===== config.mk =====
export PLATFORM = sky130hd
export DESIGN_NAME = dmem_responder
export DESIGN_NICKNAME = d
export VERILOG_FILES = /design/src/rtl/dmem_responder.sv
export SDC_FILE = /design/constraint.sdc
export NUM_CORES = 2
export LEC_CHECK = 0
export BUFFER_PORTS_ARGS = -buffer_cell sky130_fd_sc_hd__buf_2
export CORE_UTILIZATION = 30
export CTS_BUF_LIST = sky130_fd_sc_hd__clkbuf_8
export CTS_CLUSTER_SIZE = 28
export DETAILED_ROUTE_END_ITERATION = 10
export PLACE_DENSITY = 0.56
export SLEW_MARGIN = 0
export SYNTH_ARGS = -nofsm -noshare
export SYNTH_HDL_FRONTEND = slang
export SYNTH_SLANG_ARGS = --single-unit
export TNS_END_PERCENT = 50

===== constraint.sdc =====
create_clock -name clk -period 5.95 [get_ports clk]
set_input_delay 0.2975 -clock clk [delete_from_list [all_inputs] [get_ports clk]]
set_output_delay 0.2975 -clock clk [all_outputs]
set_load 0.005 [all_outputs]

===== src/rtl/dmem_responder.sv =====
// Word-addressed data memory responder with request/response valid-ready handshakes.
// Define DMEM_STATS_EN to add saturating load/store/error response counters.
module dmem_responder #(
  parameter int DEPTH   = 64,
  parameter int LATENCY = 2
) (
  input  logic        clk,
  input  logic        rst,
  input  logic        req_valid,
  output logic        req_ready,
  input  logic        req_write,
  input  logic [31:0] req_addr,
  input  logic [31:0] req_wdata,
  output logic        rsp_valid,
  input  logic        rsp_ready,
  output logic [31:0] rsp_rdata,
  output logic        rsp_err
`ifdef DMEM_STATS_EN
  ,
  output logic [15:0] rd_count,
  output logic [15:0] wr_count,
  output logic [15:0] err_count
`endif
);

  localparam int AW = $clog2(DEPTH);

  typedef enum logic [1:0] {IDLE, WAIT, RESP} state_t;

  state_t      state, state_next;
  logic [3:0]  count, count_next;
  logic        op_write;
  logic [31:0] op_addr;
  logic [31:0] op_wdata;
  logic        accept, access, done;
  logic        op_err;
  logic [AW-1:0] op_idx;

  logic [31:0] mem [DEPTH];

  // DEPTH is a power of two, so any set bit above the index field is out of range.
  assign op_err = (op_addr[1:0] != 2'b00) || (op_addr[31:AW+2] != '0);
  assign op_idx = op_addr[AW+1:2];

  // The wait counter is loaded with LATENCY and the access happens on the edge
  // where it reads zero, giving rsp_valid LATENCY+1 edges after acceptance.
  always_comb begin
    state_next = state;
    count_next = count;
    req_ready  = 1'b0;
    rsp_valid  = 1'b0;
    accept     = 1'b0;
    access     = 1'b0;
    done       = 1'b0;
    case (state)
      IDLE: begin
        req_ready = 1'b1;
        if (req_valid) begin
          accept     = 1'b1;
          count_next = 4'(LATENCY);
          state_next = WAIT;
        end
      end
      WAIT: begin
        if (count == 4'd0) begin
          access     = 1'b1;
          state_next = RESP;
        end else begin
          count_next = count - 4'd1;
        end
      end
      RESP: begin
        rsp_valid = 1'b1;
        if (rsp_ready) begin
          done       = 1'b1;
          state_next = IDLE;
        end
      end
      default: state_next = IDLE;
    endcase
  end

  always_ff @(posedge clk or posedge rst) begin
    if (rst) begin
      state     <= IDLE;
      count     <= 4'd0;
      op_write  <= 1'b0;
      op_addr   <= 32'd0;
      op_wdata  <= 32'd0;
      rsp_rdata <= 32'd0;
      rsp_err   <= 1'b0;
    end else begin
      state <= state_next;
      count <= count_next;
      if (accept) begin
        op_write <= req_write;
        op_addr  <= req_addr;
        op_wdata <= req_wdata;
      end
      if (access) begin
        rsp_err   <= op_err;
        rsp_rdata <= (op_err || op_write) ? 32'd0 : mem[op_idx];
      end else if (done) begin
        rsp_err   <= 1'b0;
        rsp_rdata <= 32'd0;
      end
    end
  end

  // Array has no reset so its contents survive rst.
  always_ff @(posedge clk) begin
    if (access && op_write && !op_err)
      mem[op_idx] <= op_wdata;
  end

`ifdef DMEM_STATS_EN
  always_ff @(posedge clk or posedge rst) begin
    if (rst) begin
      rd_count  <= 16'd0;
      wr_count  <= 16'd0;
      err_count <= 16'd0;
    end else if (done) begin
      if (rsp_err) begin
        if (err_count != 16'hFFFF) err_count <= err_count + 16'd1;
      end else if (op_write) begin
        if (wr_count != 16'hFFFF) wr_count <= wr_count + 16'd1;
      end else begin
        if (rd_count != 16'hFFFF) rd_count <= rd_count + 16'd1;
      end
    end
  end
`endif

endmodule


==> qor.csv <==
metric;value;unit
status;complete, but fails checks;
violations;capacitance limit, slew limit;
dp_cells;8156;
hp-class;input pin to flip-flop;
cts_sinks;2152;
synth-xor-area-share;0.0213;%
synth_compound_area_share;8.29;%
pwr-share-seq;44.3;%
grt_max_degree;88;
start_util;30.3;%
die_w;526;um
finalSetupViolCount;0;
p_per_area;497;nW/um2
viasPerCell;5.59;
highest_layer;met5;
ys_async_sr_fraction;4.83;%
cts_tree;yes;
cts_root_buf;clkbuf_8;
slowest_stage;nor2_4;
required;6.67;ns
die_h;526;um
finalWorstSetupSlack;0.778;ns
period_share;86.9;%
drt_wl_total;293000;um
synth_mux_area_share;8.85;%
total_power;48100;uW
p_sw;18700;uW
timing_worst_setup_path_type;flip-flop to flip-flop;
pwr-share-comb;30.7;%
tightest_slew;1.63;ns
grt_pass1_vias;49074;
wl_met1;113000;um
place_ws;1.04;ns
drive_gt1_share;23.0;%
synth_top_family_by_area;multiplexers;
wl_per_cell;32.6;um
routabilityCongestion;0.952;
fmax;193;MHz
skew;0.0863;ns
track_usage;20.7;%
grt_pass1_wl;402000;um
drc_errors;0;
fin_cells;8992;
end_kind;flip-flop;
holdWs;0.115;ns
ys_ff_latch;2152;
synth_top_cell_area_share;74.7;%
critPathMaxStageDelay;1.11;ns
cts.path.max_buffers;4;
cts_setup_buffers;0;
max_slew_margin;-8.70;%
synth_top_cell_by_area;edfxtp_1;
ys_seq_area_share;77.9;%
antenna_found_initial;28;
clock_latency;1.08;ns
drtIter0Drc;7907;
fill_cells;25240;
postCtsHoldBufs;199;
syn_area;82300;um2
core_area;272000;um2
yosys.area_share.simple;3.21;%
slew_violations;6;
cts.htree.levels;5;
dp_hpwl;171000;um
final.setup.tns;0;ns
synth.distinct_cells;65;
p_leak;0.0314;uW
syn_nets;4649;
num_vias;50297;
cap_violations;3;
finalNetCount;5220;
synth_ff_type;edfxtp_1;
first_pass_iters;7;
ios;104;
rsz0062_at_grt;false;
ys_warn_count;0;
cp.arrival;5.90;ns
crit_chain;nor2b_1 -> nand3_1 -> nor3_1 -> and3_1 -> nand2_1 -> nor2_4 -> buf_4;
synth_edf_count;2048;
row_count;191;
antenna_left;0;
syn_area_per_cell;18.0;um2
intPower;29400;uW
io_buffers;103;
worstPathMaxFanout;22;
grt_overflow_total;0;
syn_inst;4579;
max-vdd-ir-drop;0.872;mV
swShare;38.8;%
clockPowerShare;25.0;%
dieArea;276000;um2
post_cts_resized;0;
critPathLaunchType;flip-flop;
clk_pin_slew;0.06;ns
areaGrowthSynthToFinish;17.7;%
synth_adder_area_share;0.0152;%
wl_met2;130000;um
cts_buffers;362;
met3_length;35000;um
hold_viol_final;0;
synthTopCellsByArea;edfxtp_1 75%, mux4_2 4.4%, dfrtp_1 3.2%, mux2_2 2.7%, o22ai_1 2.3%;
period_minus_slack;5.17;ns
[power groups by stage]
stage | sequential (uW) | combinational, uW | clock, uW
after floorplan | 20200 | 7080 | 0
after global placement | 21500 | 13800 | 0
after detailed placement | 21600 | 13800 | 0
after CTS | 21300 | 14300 | 12100
after global routing | 21300 | 15000 | 12800
final | 21300 | 14800 | 12000
[layout make-up]
class                   instances  area, um2  share of cell area, %
flip-flops and latches       2152      64200                   66.3
clock buffers                 380       5230                   5.40
clock inverters               245       1130                   1.17
diodes                         11       27.5                 0.0284
multi-input cells            2107      17400                   18.0
repair buffers                514       4380                   4.52
well taps                    3570       4470                   4.61
inverters                      13       58.8                 0.0607
[cell usage in the layout, fill, tap and decap left out, types with 69 or more instances in the layout]
cell type	Yosys	layout
a21oi_1	126	125
buf_2	122	104
buf_4	21	188
clkbuf_8	0	381
clkinv_1	0	70
dfrtp_1	104	69
dlygate4sd3_1	0	199
edfxtp_1	2048	2048
inv_1	12	135
mux2_2	196	196
mux2i_1	145	145
mux4_2	161	161
nand2_1	330	324
nor2_1	160	94
o21ai_0	121	119
o221ai_1	129	129
o22ai_1	305	304
[synth_stat cells, drive strengths merged (4+ instances only)]
library cell  instances
a21oi               126
nor3                 14
nor2                160
o31ai                15
a32o                 12
nor4                 19
o21ai               121
mux4                161
a221o                 8
or4                   8
o22a                 36
clkbuf              146
nor2b                22
o221ai              129
o211ai                9
o32ai                 9
a22o                 17
inv                  13
a221oi               32
a2111oi              10
nand3                11
a2bb2oi              28
buf                 161
edfxtp             2048
mux2                196
a31oi                 5
or3                   7
o22ai               305
a211oi               55
nand2               330
a211o                 5
nand2b                8
and3                 16
mux2i               145
a31o                  5
a22oi                41
or2                   4
dfrtp               104
[worst paths after layout]
kind / start / end / slack [ns] / cells after the start
worst max-delay path: state[0] / mem[25][31] / 0.78 / 7
worst min-delay path: rsp_ready / state[1] / 0.11 / 3
worst max register to register: state[0] / mem[25][31] / 0.78 / 7
worst min register to register: rsp_rdata[19] / rsp_rdata[19] / 0.49 / 2
max in group asynchronous: rst / op_wdata[13] / 3.72 / 5
min in group asynchronous: rst / count[2] / 0.59 / 4
[critical path, delay by kind of cell (launching register included)]
family	cells	cell delay, ns
buffers and inverters	1	0.37
flip-flops	1	0.39
AND/OR/NAND/NOR	6	4.10
[metrics by stage]
step / util, % / area (um2)
floorplan: - / 82300
global placement: 32.6 / 88500
detailed placement: 32.6 / 88500
CTS: 35.7 / 96900
global route: 35.7 / 96900
finish: 35.7 / 96900
[flip-flops by register name, indices dropped and copies added, names as in the netlist]
| signal | count |
|---|---|
| count | 4 |
| mem | 2048 |
| op_addr | 32 |
| op_wdata | 32 |
| op_write | 1 |
| rsp_err | 1 |
| rsp_rdata | 32 |
| state | 2 |
[cells by family after synthesis]
logic type | after synthesis
DFF | 2152
AOI/OAI and AO/OA | 986
and+or+nand+nor | 616
muxes | 502
buffers and inverters | 320
xor gates and xnor gates | 2
adders and majority gates | 1
[layer usage]
metal | track usage (%) | vias to the layer above
met3 | 5.69 | 672
met1 | 27.5 | 26280
met4 | 9.86 | 6
met2 | 31.2 | 3445
met5 | 0 | -
li1 | - | 19894
Note: power is estimated with default switching activity, not from simulation.
